===== config.mk =====
export PLATFORM = sky130hd
export DESIGN_NAME = jt12_ch_wr_ctl
export DESIGN_NICKNAME = d
export VERILOG_FILES = /design/src/rtl/jt12_ch_wr_ctl.sv
export SDC_FILE = /design/constraint.sdc
export NUM_CORES = 1
export LEC_CHECK = 0
export BUFFER_PORTS_ARGS = -buffer_cell sky130_fd_sc_hd__buf_4
export CAP_MARGIN = 20
export CORE_UTILIZATION = 25
export CTS_BUF_LIST = sky130_fd_sc_hd__clkbuf_8
export DETAILED_ROUTE_END_ITERATION = 10
export GPL_ROUTABILITY_DRIVEN = 1
export PLACE_DENSITY_LB_ADDON = 0.08
export REMOVE_ABC_BUFFERS = 1
export SLEW_MARGIN = 20
export SYNTH_ARGS = -nofsm -noshare
export SYNTH_HDL_FRONTEND = slang
export SYNTH_SLANG_ARGS = --single-unit

===== constraint.sdc =====
create_clock -name clk -period 1.97 [get_ports clk]
set_clock_uncertainty 0.15 [all_clocks]
set_input_delay 0.2955 -clock clk [delete_from_list [all_inputs] [get_ports clk]]
set_output_delay 0.2955 -clock clk [all_outputs]
set_load 0.005 [all_outputs]

===== src/rtl/jt12_ch_wr_ctl.sv =====
// CPU write front-end for the YM2612 channel register file: edge-detects bus writes,
// holds one pending data write, commits it on cen with a decoded update strobe.
module jt12_ch_wr_ctl #(
  parameter int NUM_CH   = 6,
  parameter int BUSY_CYC = 32
) (
  input  logic       rst,
  input  logic       clk,
  input  logic       cen,
  input  logic [7:0] cpu_din,
  input  logic [1:0] addr,
  input  logic       cs_n,
  input  logic       wr_n,
  output logic       busy,
  output logic [7:0] din,
  output logic [2:0] up_ch,
  output logic [5:0] latch_fnum,
  output logic       up_fnumlo,
  output logic       up_alg,
  output logic       up_pms,
  output logic [2:0] ch
);

  localparam int CW = $clog2(BUSY_CYC + 1);

  logic [CW-1:0] cnt;
  logic          last_wr;
  logic [7:0]    selreg;
  logic          part;
  logic          pend;
  logic [7:0]    pend_sel;
  logic          pend_part;
  logic [7:0]    pend_data;

  logic wr_act, wr_ev, addr_wr, data_wr, commit, low_ok;
  logic [2:0] commit_ch;

  assign wr_act  = !cs_n && !wr_n;
  assign wr_ev   = wr_act && !last_wr;
  assign addr_wr = wr_ev && !addr[0];
  assign data_wr = wr_ev &&  addr[0];
  assign commit  = cen && pend;
  assign low_ok  = pend_sel[1:0] != 2'd3;
  assign commit_ch = pend_part ? 3'd3 + {1'b0, pend_sel[1:0]} : {1'b0, pend_sel[1:0]};

  always_ff @(posedge clk) begin
    if (rst) begin
      // history starts "active" so a strobe held across reset release is not a write
      last_wr    <= 1'b1;
      selreg     <= '0;
      part       <= 1'b0;
      pend       <= 1'b0;
      pend_sel   <= '0;
      pend_part  <= 1'b0;
      pend_data  <= '0;
      cnt        <= '0;
      busy       <= 1'b0;
      din        <= '0;
      up_ch      <= '0;
      latch_fnum <= '0;
      up_fnumlo  <= 1'b0;
      up_alg     <= 1'b0;
      up_pms     <= 1'b0;
      ch         <= '0;
    end else begin
      last_wr   <= wr_act;
      up_fnumlo <= 1'b0;
      up_alg    <= 1'b0;
      up_pms    <= 1'b0;

      if (addr_wr) begin
        selreg <= cpu_din;
        part   <= (NUM_CH > 3) ? addr[1] : 1'b0;
      end

      // a new data write in the commit cycle re-arms pending (set wins over clear)
      if (data_wr) begin
        pend      <= 1'b1;
        pend_sel  <= selreg;
        pend_part <= part;
        pend_data <= cpu_din;
      end else if (commit) begin
        pend <= 1'b0;
      end

      if (commit) begin
        din   <= pend_data;
        up_ch <= commit_ch;
        if (low_ok) begin
          case (pend_sel[7:2])
            6'h28:   up_fnumlo  <= 1'b1;
            6'h29:   latch_fnum <= pend_data[5:0];
            6'h2C:   up_alg     <= 1'b1;
            6'h2D:   up_pms     <= 1'b1;
            default: ;
          endcase
        end
      end

      if (data_wr) begin
        cnt  <= CW'(BUSY_CYC);
        busy <= 1'b1;
      end else begin
        if (cen && cnt != '0) cnt <= cnt - 1'b1;
        if (cnt == '0) busy <= 1'b0;
      end

      if (cen) ch <= (ch == 3'(NUM_CH - 1)) ? 3'd0 : ch + 3'd1;
    end
  end

endmodule


==> flow_results.org <==
** Floorplan
- Top-Level Pins :: 39
- Once the floorplan was initialized, standard cells occupied 25.8% of the core.
- Number of core rows :: 34
- In this run the horizontal extent of the chip is about 97 um.
- The die covers a little over 0.009 mm2.
- The floorplan step set the die height to 96.6 um.
- In this run the standard cell core region covers 0.00868 mm2.

** Final layout
- Once layout is complete, the cells apart from fillers number 414.
- 0 antenna diodes ended up in the layout.
- Cells with a size suffix above 1 make up between 20 and 25% of the layout.
- From synthesis to final layout, the design area changed by 29.0%.
- For this run, the post-layout net count is 320.

** Global route
- Initial antenna violation count :: 0
- Global routing consumed, over all layers together, 13.2% of the routing resources.
- Routing layer with the top usage in global route :: met2
- For this run the aggregate overflow at the end of global routing stands at 0.
- Largest net degree at the start of global routing :: 35
- Grt met2 use :: 19.5%
- Global routing consumed, on the met1 layer, 18.0% of the routing resources.
- Global-route wire length before repair :: about 9000 um
- Via count of the first global-routing pass :: 1785
- GR Util met3 :: approximately 3.0%

** Clocking
- The tree is rooted in a clkbuf_8.
- Htree depth :: 3
- In this run the post-CTS setup repair buffer count came out at 0.
- Maximum root-to-sink buffer count :: 2
- Buffers inserted to repair hold after CTS numbered 0.
- The clock reaches the later pin of the worst-skew pair after between 300 and 400 ps.
- Buffers inserted during clock tree synthesis total 9.
- Clock-pin slew was measured on the worst setup and hold paths at 70 ps.
- TritonCTS clock tree :: done
- CTS saw 58 sinks.
- Post-cts resize count :: 0

** Worst setup path
- Arrival time of data at the critical path endpoint :: between 1500 and 2000 ps
- Worst r2r src :: cnt[0]$_SDFFE_PP0P_
- Of all nets on the critical path, the largest fanout is 5.
- The worst setup path is of the flip-flop to flip-flop kind.
- The endpoint identified for the worst register-to-register timing path is cnt[4]$_SDFFE_PP0P_.
- Worst setup path endpoint :: cnt[4]$_SDFFE_PP0P_
- Critical path's largest stage delay :: 450 ps
- STA puts the critical path data required time at about 2100 ps.
- The worst setup path is captured at a flip-flop.
- Traced cell by cell, the critical path runs through inv_1 > ha_1 > nand2b_1 > or3b_2 > a21oi_1.
- The worst setup path is launched from a flip-flop.
- The most critical setup path has its startpoint at cnt[0]$_SDFFE_PP0P_.
- The slowest stage of the critical path is the or3b_2 cell.
- Cell count of the worst reg-to-reg path :: 5
- FF-to-FF setup slack :: about 340 ps

** STA
- The worst path in the final design needs a cycle of 1630 ps, including I/O delays and setup.
- Worst-margin pin slew :: approximately 540 ps
- Setup violations remaining at the end of the flow were counted as 0.
- Max-slew headroom :: 64.0%
- Setup repair after global routing left no endpoint under its margin.
- Setup WS post-layout :: 342 ps
- The final critical path takes up about 83% of the cycle.
- The max-slew violation count was 0.
- The final number of hold-violating endpoints came to 0.
- Highest achievable clock rate :: 0.614 GHz

** Synth
- Summed over all instances, the cell type with the most area after synthesis is dfxtp_1.
- Netlist cell types :: 35
- Counting every instance in the synthesized netlist gives around 260.
- By instance count, the leading cell after synthesis is nand2_1.
- In this run the cell area of the synthesized design comes to 0.00224 mm2.
- Count of flip-flops with a built-in enable after synthesis :: 0
- Sorting the synthesized cells by how often they occur yields nand2_1 (71), dfxtp_1 (58), a21oi_1 (33).
- The share of the Yosys chip area taken by registers is between 50% and 60%.
- A synthesized cell averages 8.70 um2.
- For this run, the number of Yosys warnings is 0.
- Async set-or-reset flop fraction in the synthesized netlist :: 0%
- The top cell type by area accounts for ~52% of the synthesized area.
- Synthesis inferred slightly below 60 register bits.
- By area the synthesized netlist is led by dfxtp_1 (52%), nand2_1 (12%), a21oi_1 (7.4%).
- Synth Flop Type :: dfxtp_1

** Power
- Leakage Power :: roughly 0.0011 uW
- Maximum resistive drop on vdd :: between 0.2 and 0.3 mV
- Power density over the cells :: 976 mW/mm2

** Place
- Input and output buffers added on the ports amount to 38.
- The HPWL after detailed placement is 3760 um.
- At the end of routability-driven placement, the weighted congestion stood at ~0.7.
- After detailed placement, the design holds a cell count of around 400.
- Before CTS, the worst setup slack after placement is roughly 310 ps.

** Detailed routing
- Detail-routed net length per standard cell :: between 10 and 15 um
- Across all layers, the routed design uses roughly 1800 vias.
- After the first detailed-routing iteration, the DRC count stood at 52.
- Remaining DRCs :: 1
- For this run, the detailed router's first-pass iteration total came to 7.
- Routed vias/inst :: 4.37
- The final layout contains routed wiring with a total length of approximately 5500 um.
- Number of antenna-violating nets in the routed design :: 0

** Outcome
- Outcome :: finished with violations
- The checks that failed: DRC.

** Hold path
- In this run the worst hold path is classified as primary input to flip-flop.

** Flow run
- Reported max-cap violation count :: 0
registers in the layout, summed over array words and instances (netlist names):
register / cells
part: 1
pend_part: 1
latch_fnum: 6
ch: 3
pend_sel: 8
last_wr: 1
selreg: 8
din: 8
up_alg: 1
pend: 1
up_pms: 1
busy: 1
pend_data: 8
up_fnumlo: 1
up_ch: 3
cnt: 6
through the flow:
step                hold slack [ps]  util (%)  total power (uW)  instance area [um2]  TNS, ps
finish                         45.2      33.3              2820                 2890        0
detailed placement              295      30.9              1730                 2680        0
CTS                            29.4      33.3              2870                 2890        0
floorplan                       215         -              1590                 2180    -2640
global placement                291      30.9              1730                 2680        0
global route                   59.2      33.3              2980                 2890        0
power by group:
group	internal [uW]	leakage (uW)	total, uW	switching [uW]
clock network	646	0.000105	1120	472
registers	1240	0.000469	1290	49.2
logic	199	0.000484	415	216
metal layers:
layer	up-vias	part of all wire, %
li1	944	-
met1	816	52
met2	40	41
met3	10	5.0
met4	0	2.0
met5	-	0
cell type report:
cell class / count / area [um2]
fillers: 957 / 5790
flip-flops and latches: 58 / 1160
clock buffers: 11 / 151
multi-input cells: 177 / 1000
inverters: 8 / 30.0
clock inverters: 5 / 52.6
well taps: 108 / 135
repair buffers: 47 / 353
critical path: cells and delay by family (launching register included):
kind | cells | cell delay [ps]
fa+ha+maj | 1 | 220
flops | 1 | 360
compound gates | 1 | 120
buf+inv | 1 | 90
simple gates | 2 | 610
placed cells by master, fill, tap and decap left out, types with 2 or more instances in the layout:
| cell type | netlist | routed |
|---|---|---|
| nand2_1 | 71 | 71 |
| mux2_2 | 2 | 2 |
| a21oi_1 | 33 | 33 |
| nand2b_1 | 2 | 2 |
| inv_1 | 8 | 8 |
| clkinv_2 | 0 | 3 |
| mux2i_1 | 16 | 16 |
| o21ai_0 | 4 | 4 |
| ha_1 | 4 | 4 |
| nor3b_1 | 2 | 2 |
| o2111ai_1 | 2 | 2 |
| clkbuf_8 | 0 | 11 |
| nand4b_1 | 2 | 2 |
| nor3_1 | 6 | 6 |
| xnor2_1 | 2 | 2 |
| nor2_1 | 14 | 14 |
| buf_4 | 0 | 47 |
| dfxtp_1 | 58 | 58 |
kinds of logic (layout without fill, tap and decap cells):
family / count (synthesis) / count (layout) / synth area share (%)
compound gates: 44 / 44 / 10.7
xor+xnor: 2 / 2 / 0.783
fa+ha+maj: 4 / 4 / 2.24
buf+inv: 22 / 71 / 3.91
flops: 58 / 58 / 51.9
mux: 18 / 18 / 8.17
simple gates: 109 / 109 / 22.3
worst min-delay path by stage:
stage / start / to / slack [ps] / cells past startpoint
after floorplan: rst / busy$_SDFFE_PP0P_ / 210 / 1
after global placement: selreg[3]$_SDFFE_PP0P_ / pend_sel[3]$_SDFFE_PP0P_ / 290 / 2
after CTS: cs_n / last_wr$_SDFF_PP1_ / 30 / 2
final: cs_n / last_wr$_SDFF_PP1_ / 50 / 2
after global routing: cs_n / last_wr$_SDFF_PP1_ / 60 / 2
after detailed placement: selreg[5]$_SDFFE_PP0P_ / pend_sel[5]$_SDFFE_PP0P_ / 290 / 2
(Power assumes the default switching activity.)
